File: src/rtl/sersub_pkg.sv
// rtl/sersub_pkg.sv - shared types and constants for the bit-serial subtractor
//
// Contents:
//   sersub_state_t : FSM state encoding (IDLE, SHIFT, DONE)
//   SERSUB_WIDTH   : default operand/result width
package sersub_pkg;

  localparam int SERSUB_WIDTH = 3;

  typedef enum logic [1:0] {
    IDLE  = 2'd0,
    SHIFT = 2'd1,
    DONE  = 2'd2
  } sersub_state_t;

endpackage

File: src/rtl/serial_subtractor_fullsub.sv
// rtl/serial_subtractor_fullsub.sv - single-bit full-subtractor cell
//
// Purely combinational: d = a - b - bin (one bit), bout = borrow out.
// Ports:
//   a    : in  minuend bit
//   b    : in  subtrahend bit
//   bin  : in  borrow in
//   d    : out difference bit
//   bout : out borrow out
module fullsubtractor (
  input  logic a,
  input  logic b,
  input  logic bin,
  output logic d,
  output logic bout
);

  assign d    = a ^ b ^ bin;
  // Borrow when a=0,b=1, or when a==b and a borrow is already pending.
  assign bout = (~a & b) | (~(a ^ b) & bin);

endmodule

File: src/rtl/serial_subtractor.sv
// rtl/serial_subtractor.sv - bit-serial subtractor, diff = a - b, LSB first
//
// One full-subtractor cell processes one bit per clock. Operands are taken
// on an in_valid/in_ready handshake, the result is offered on an
// out_valid/out_ready handshake; one operation is in flight at a time.
// Optional feature macro: SERSUB_OVF_EN adds the registered signed-overflow
// output ovf.
// Ports:
//   clk       : in  rising-edge clock
//   rst       : in  synchronous active-high reset
//   in_valid  : in  operands valid
//   in_ready  : out block can accept operands (IDLE only)
//   a, b      : in  minuend / subtrahend, WIDTH bits
//   out_valid : out result valid (DONE only)
//   out_ready : in  consumer accepts result
//   diff      : out a - b modulo 2^WIDTH
//   bout      : out final borrow (unsigned a < b)
//   ovf       : out signed overflow (SERSUB_OVF_EN only)
module serial_subtractor
  import sersub_pkg::*;
#(
  parameter int WIDTH = SERSUB_WIDTH
) (
  input  logic             clk,
  input  logic             rst,
  input  logic             in_valid,
  output logic             in_ready,
  input  logic [WIDTH-1:0] a,
  input  logic [WIDTH-1:0] b,
  output logic             out_valid,
  input  logic             out_ready,
  output logic [WIDTH-1:0] diff,
  output logic             bout
`ifdef SERSUB_OVF_EN
  ,
  output logic             ovf
`endif
);

  localparam int CNT_W = (WIDTH > 1) ? $clog2(WIDTH) : 1;
  localparam logic [CNT_W-1:0] CNT_LAST = CNT_W'(WIDTH - 1);

  sersub_state_t    r_state;
  sersub_state_t    w_next_state;

  logic [WIDTH-1:0] r_a;
  logic [WIDTH-1:0] r_b;
  logic [WIDTH-1:0] r_diff;
  logic             r_borrow;
  logic [CNT_W-1:0] r_cnt;

  logic             w_accept;
  logic             w_last;
  logic             w_d;
  logic             w_bnext;

  assign w_accept = (r_state == IDLE) && in_valid;
  assign w_last   = (r_cnt == CNT_LAST);

  // The operand registers shift right, so bit 0 is always the current bit.
  fullsubtractor u_fullsub (
    .a    (r_a[0]),
    .b    (r_b[0]),
    .bin  (r_borrow),
    .d    (w_d),
    .bout (w_bnext)
  );

  // State register
  always_ff @(posedge clk) begin
    if (rst) begin
      r_state <= IDLE;
    end else begin
      r_state <= w_next_state;
    end
  end

  // Next-state logic
  always_comb begin
    w_next_state = r_state;
    unique case (r_state)
      IDLE:    if (in_valid)  w_next_state = SHIFT;
      SHIFT:   if (w_last)    w_next_state = DONE;
      DONE:    if (out_ready) w_next_state = IDLE;
      default: w_next_state = IDLE;
    endcase
  end

  // Handshake outputs
  always_comb begin
    in_ready  = 1'b0;
    out_valid = 1'b0;
    unique case (r_state)
      IDLE:    in_ready  = 1'b1;
      DONE:    out_valid = 1'b1;
      default: ;
    endcase
  end

  // Datapath: operand shift registers, result shift register, borrow, counter
  always_ff @(posedge clk) begin
    if (rst) begin
      r_a      <= '0;
      r_b      <= '0;
      r_diff   <= '0;
      r_borrow <= 1'b0;
      r_cnt    <= '0;
    end else if (w_accept) begin
      r_a      <= a;
      r_b      <= b;
      r_borrow <= 1'b0;
      r_cnt    <= '0;
    end else if (r_state == SHIFT) begin
      r_a      <= {1'b0, r_a[WIDTH-1:1]};
      r_b      <= {1'b0, r_b[WIDTH-1:1]};
      // After WIDTH shifts the first (LSB) difference bit reaches bit 0.
      r_diff   <= {w_d, r_diff[WIDTH-1:1]};
      r_borrow <= w_bnext;
      if (!w_last) begin
        r_cnt <= r_cnt + CNT_W'(1);
      end
    end
  end

  assign diff = r_diff;
  assign bout = r_borrow;

`ifdef SERSUB_OVF_EN
  logic r_ovf;

  // Overflow when the operand signs differ and the result sign differs from
  // the minuend sign; captured while the MSB is in the cell.
  always_ff @(posedge clk) begin
    if (rst) begin
      r_ovf <= 1'b0;
    end else if (r_state == SHIFT && w_last) begin
      r_ovf <= (r_a[0] ^ r_b[0]) & (r_a[0] ^ w_d);
    end
  end

  assign ovf = r_ovf;
`endif

endmodule

File: config.mk
export PLATFORM = sky130hd
export DESIGN_NAME = serial_subtractor
export DESIGN_NICKNAME = d
export VERILOG_FILES = /design/src/rtl/sersub_pkg.sv /design/src/rtl/serial_subtractor_fullsub.sv /design/src/rtl/serial_subtractor.sv
export SDC_FILE = /design/constraint.sdc
export NUM_CORES = 1
export LEC_CHECK = 0
export BUFFER_PORTS_ARGS = -buffer_cell sky130_fd_sc_hd__buf_2
export CORE_AREA = 4 4 41 43
export CTS_BUF_LIST = sky130_fd_sc_hd__clkbuf_4 sky130_fd_sc_hd__clkbuf_8
export CTS_CLUSTER_DIAMETER = 120
export DETAILED_ROUTE_END_ITERATION = 8
export DIE_AREA = 0 0 45 47
export PLACE_DENSITY_LB_ADDON = 0.12
export SLEW_MARGIN = 40
export SYNTH_ARGS = -nofsm -noshare
export SYNTH_HDL_FRONTEND = slang
export SYNTH_HIERARCHICAL = 1
export SYNTH_SLANG_ARGS = --single-unit
File: constraint.sdc
create_clock -name clk -period 1.7 [get_ports clk]
set_input_delay 0.17 -clock clk [delete_from_list [all_inputs] [get_ports clk]]
set_output_delay 0.17 -clock clk [all_outputs]
set_load 0.1 [all_outputs]
==> metrics.md, run 1 <==
| Metric | Value |
|---|---|
| Total global routing overflow | `0` |
| # port buffers | `15` |
| Most Used Layer, Global Route | `met2` |
| Detailed Routing Iterations Pass 1 | `3` |
| Cts bufs inserted | `3` |
| Crit. End Element | `primary output` |
| First-pass GRT wire length | `2.07 mm` |
| Post-CTS Setup Bufs | `0` |
| WL/cell | `11.3 µm` |
| H-tree levels | `1` |
| Most frequent cells in the layout | `buf_2, dfxtp_1, nand2_1, a21oi_1, nor2_1` |
| Final Setup Violations | `0` |
| Routing usage on met3 | `4.60%` |
| CTS tree | `yes` |
| HP Class | `input port to flip-flop` |
| Largest net degree at the start of global routing | `15` |
| Finished Cell Area | `778 µm²` |
| Initial antenna violation count | `0` |
| Final setup TNS | `0 ns` |
| Final nets | `104` |
| First DRT Iteration DRCs | `6` |
| Max VDD drop | `499 µV` |
| Status | `finished, final reports clean` |
| Layout cells sized above 1 | `31.1%` |
| Die area | `2120 µm²` |
| Synth Area in Adders | `4.75%` |
| Rel. slew slack | `67.9%` |
| Required @ worst endpoint | `1.53 ns` |
| Total power | `726 µW` |
| Fill count | `127` |
| DR vias | `536` |
| Area after DPL | `753 µm²` |
| Mapped Nets | `88` |
| Max-Cap Viols | `0` |
| Clock skew | `0.000795 ns` |
| Row count | `13` |
| Core area | `1300 µm²` |
| Crit share post-route | `93.0%` |
| Netlist cell types | `24` |
| WHS | `0.120 ns` |
| Crit path launch type | `flip-flop` |
| Fraction of registers with async set or reset after synthesis | `0%` |
| Sequential element share of the synthesized area | `41.0%` |
| Unrepaired setup endpoints after global routing | `no` |
| Mux contribution to synthesized area | `1.46%` |
| Routed vias/inst | `5.10` |
| Fmax | `632 MHz` |
| Die width | `45 µm` |
| Syn Inst Count | `76` |
| CTS root buf | `clkbuf_4` |
| CTS resizes | `1` |
| Slew Limit Fails | `0` |
| Tmin final | `1.58 ns` |
| Worst skew pair latency | `0.28 ns` |
| IO Pins | `16` |
| Predominant post-synthesis flop cell | `dfxtp_1` |
| GRT Util Overall | `14.1%` |
| DRT Wirelength | `1.18 mm` |
| Crit Path Class | `flip-flop to primary output` |
| GP Congestion | `0.707` |
| Xor/xnor share of the synthesized area | `1.28%` |
| Sink Count | `14` |
| Hold Violations, Final | `0` |
| Core Util, Final | `59.8%` |
| DIE HEIGHT | `47 µm` |
| CTS Buffer Depth | `2` |
| Antenna viol nets, final | `0` |
| Synth Area in Compound Gates | `15.0%` |
| Met1 Use GR | `17.2%` |
| Leakage Power | `0.000325 µW` |
| Worst-path clk slew | `0.07 ns` |
| Pwr/cell area | `933 nW/µm²` |
| Critical path arrival | `1.41 ns` |
| Post-CTS Hold Buffers | `0` |
| Largest family of logic cells by synthesized area | `simple AND/OR/NAND/NOR gates` |
| Number of remaining DRC errors | `0` |
| #FFs+latches synth | `14` |
| Yosys warnings | `6` |
| Hpwl dp | `883 µm` |
| Grt met2 use | `21.5%` |
| Initial core utilization | `52.6%` |
| Simple-Gate Fraction of Synth Area | `29.3%` |
| Post-synth EDFFs | `0` |
| Avg Cell Area, Syn | `9.01 µm²` |
| Most common cell after layout, fill and taps aside | `buf_2` |
| CP Max Fanout | `10` |
| Vias in the first global route | `524` |
| Measured slew at the worst slew-check pin | `0.485 ns` |
| Cell area after synthesis | `684 µm²` |
| N_diodes | `0` |
| P&R area growth vs syn | `13.7%` |
-- cell families after synthesis --
logic type               Yosys count
multiplexers                       1
buffers and inverters              9
flip-flops                        14
adder cells (fa/ha/maj)            2
AND/OR/NAND/NOR                   35
AO/OA/AOI/OAI                     14
XOR/XNOR                           1
-- report_power, final --
| part | total (µW) | internal, µW | switching [µW] | leakage (µW) |
|---|---|---|---|---|
| Sequential | 371 | 351 | 20.6 | 0.000115 |
| Combinational | 173 | 60.9 | 112 | 0.000196 |
| Clock | 182 | 82.3 | 99.9 | 0.0000138 |
-- cell type report --
class                           instances  area (µm²)  share of cell area [%]
Clock buffer                            3        22.5                    2.89
Inverter                                5        18.8                    2.41
Multi-Input combinational cell         53         359                    46.1
Sequential cell                        14         282                    36.2
Tap cell                               15        18.8                    2.41
Timing Repair Buffer                   15        77.6                    9.97
-- critical path, cell delays in order (launching register included) --
cell and delay, ns:
dfxtp_1 0.58, nor2b_2 0.25, buf_4 0.30
-- metrics by stage --
stage | setup slack [ns] | instances
2_1_floorplan | 0.0256 | 76
3_3_place_gp | 0.334 | 102
3_5_place_dp | 0.264 | 102
4_1_cts | 0.118 | 105
5_1_grt | 0.0195 | 105
6_report | 0.118 | 105
-- cells in the mapped netlist, types with 2 or more instances --
master | instances | area, µm²
nand3_1 | 2 | 10.0
dfxtp_1 | 14 | 280
nor3b_4 | 2 | 37.5
a211oi_2 | 2 | 25.0
a21oi_1 | 9 | 45.0
or3b_1 | 3 | 26.3
nor3_1 | 4 | 20.0
nand2b_1 | 3 | 18.8
inv_1 | 5 | 18.8
nor2_1 | 8 | 30.0
nand2_1 | 10 | 37.5
buf_6 | 2 | 22.5
-- state kept, by name (all words and copies together) (netlist names) --
| name | cells |
|---|---|
| r_state | 2 |
| r_b | 3 |
| diff | 3 |
| bout | 1 |
| r_cnt | 2 |
| r_a | 3 |
-- path summary, 6_finish.rpt --
kind         startpoint  slack [ns]  cells past startpoint         to
min reg2reg     diff[0]        0.45                      2    diff[0]
min                a[2]        0.12                      3     r_a[2]
max          r_state[1]        0.12                      2  out_valid
max reg2reg  r_state[0]        0.26                      3   r_cnt[1]
-- per-layer routing --
layer	wire length (µm)	share of wire (%)	vias up
met5	0	0	-
met4	23	1.9	0
met3	73	6.2	3
met2	536	45	14
met1	550	46	236
li1	-	-	283
Note: power is estimated with default switching activity, not from simulation.
==> inputs of run 2 (changes only) <==
--- a/config.mk
+++ b/config.mk
@@ -11,7 +11,7 @@
 export CTS_CLUSTER_DIAMETER = 120
 export DETAILED_ROUTE_END_ITERATION = 8
 export DIE_AREA = 0 0 45 47
-export PLACE_DENSITY_LB_ADDON = 0.12
+export PLACE_DENSITY = 0.77
 export SLEW_MARGIN = 40
 export SYNTH_ARGS = -nofsm -noshare
 export SYNTH_HDL_FRONTEND = slang
==> metrics.md, run 2 (synthesis results as in run 1) <==
| Metric | Value |
|---|---|
| Status | `finished, final reports clean` |
| Worst hold path startpoint | `a[2]` |
| Worst-path clk slew | `0.09 ns` |
| Row count | `13` |
| Crit share post-route | `94.1%` |
| HP Class | `input port to flip-flop` |
| Largest stage delay on the critical path | `0.60 ns` |
| Antenna viol nets, final | `0` |
| Post-CTS Setup Bufs | `0` |
| Tmin final | `1.60 ns` |
| DIE HEIGHT | `47 µm` |
| Total global routing overflow | `0` |
| Fmax | `625 MHz` |
| Dpl cells | `102` |
| Cts bufs inserted | `3` |
| Initial core utilization | `52.6%` |
| CP top delay family | `flip-flops` |
| H-tree levels | `1` |
| GRT Util Overall | `14.9%` |
| Crit Path Class | `flip-flop to primary output` |
| Detailed Routing Iterations Pass 1 | `4` |
| WL/cell | `12.3 µm` |
| Area after DPL | `753 µm²` |
| Worst skew pair latency | `0.29 ns` |
| Die width | `45 µm` |
| Layout cells sized above 1 | `31.9%` |
| FF-to-FF path depth | `3` |
| Reg2reg setup slack | `0.25 ns` |
| Total power | `797 µW` |
| Pwr/cell area | `1010 nW/µm²` |
| Post-CTS Hold Buffers | `0` |
| Initial antenna violation count | `0` |
| Final Setup Violations | `0` |
| Crit path buffers/inverters | `1` |
| Rel. slew slack | `67.9%` |
| P&R area growth vs syn | `15.7%` |
| CTS tree | `yes` |
| Critical path arrival | `1.43 ns` |
| DRT Wirelength | `1.31 mm` |
| Number of remaining DRC errors | `0` |
| N_diodes | `0` |
| Crit path cell chain | `nor2b_2 -> buf_4` |
| Most common cell after layout, fill and taps aside | `buf_2` |
| Max-Cap Viols | `0` |
| Hold path cells | `3` |
| # port buffers | `15` |
| Routed vias/inst | `5.21` |
| Finished Cell Area | `792 µm²` |
| Worst r2r src | `r_state[0]` |
| Crit. End Element | `primary output` |
| GP Congestion | `0.734` |
| WHS Endpoint | `r_a[2]` |
| Vias in the first global route | `540` |
| DR vias | `552` |
| Leakage Power | `0.000332 µW` |
| Largest net degree at the start of global routing | `15` |
| First-pass GRT wire length | `2.28 mm` |
| Core area | `1300 µm²` |
| CP Max Fanout | `10` |
| Sink Count | `14` |
| Final nets | `104` |
| Slew Limit Fails | `0` |
| Unrepaired setup endpoints after global routing | `no` |
| Critical path's slowest cell | `dfxtp_1` |
| CTS Buffer Depth | `2` |
| Required @ worst endpoint | `1.53 ns` |
| IO Pins | `16` |
| Non-Filler Instances | `106` |
| Measured slew at the worst slew-check pin | `0.486 ns` |
| Final setup TNS | `0 ns` |
| Most frequent cells in the layout | `buf_2, dfxtp_1, nand2_1, a21oi_1, nor2_1` |
| CTS root buf | `clkbuf_4` |
| Die area | `2120 µm²` |
| Hpwl dp | `988 µm` |
| Clock skew | `0.00348 ns` |
| Max VDD drop | `583 µV` |
| Hold Violations, Final | `0` |
| Critical R2R Capture | `r_cnt[1]` |
| First DRT Iteration DRCs | `7` |
| Crit path launch type | `flip-flop` |
## run 2: where the power goes
part / switching (µW) / internal (µW)
clock: 120 / 130
sequential: 21.8 / 351
combinational: 113 / 60.7
## run 2: worst max-delay path by stage
stage	start	to	depth (start not counted)
after detailed placement	r_state[0]	r_cnt[1]	3
after global routing	r_state[1]	out_valid	2
after CTS	r_state[1]	out_valid	2
final	r_state[1]	out_valid	2
after floorplan	r_state[1]	r_state[1]	4
after global placement	r_state[0]	r_cnt[1]	3
## run 2: tightest hold or removal path: stages
cell     delay, ns
buf_2         0.09
nand2_1       0.05
a21oi_1       0.05
## run 2: per-layer routing
metal | routed length (µm) | global-route usage, % | vias to the layer above
met5 | 0 | 0 | -
met4 | 34 | 8.77 | 0
met3 | 66 | 2.68 | 5
met2 | 593 | 24.9 | 14
met1 | 611 | 17.9 | 249
li1 | - | - | 284
## run 2: area by class of cell
class | count | area [µm²]
clock buffer | 4 | 36.3
fill | 121 | 509
inverter | 5 | 18.8
multi-input combinational | 53 | 359
sequential | 14 | 282
tap | 15 | 18.8
timing repair buffer | 15 | 77.6
## run 2: repair_timing
action / in CTS / in global routing
endpoints found under the setup margin: 1 / 0
hold endpoints to repair: 0 / 0
resized for setup: 1 / 0
## run 2: metrics by stage
step           hold WS [ns]  worst slack, ns  util (%)
3_3_place_gp          0.410            0.344      57.9
6_report              0.113            0.101      60.9
3_5_place_dp          0.421            0.255      57.9
5_1_grt               0.124           0.0297      60.9
4_1_cts               0.115            0.102      60.9
2_1_floorplan         0.242           0.0256         -
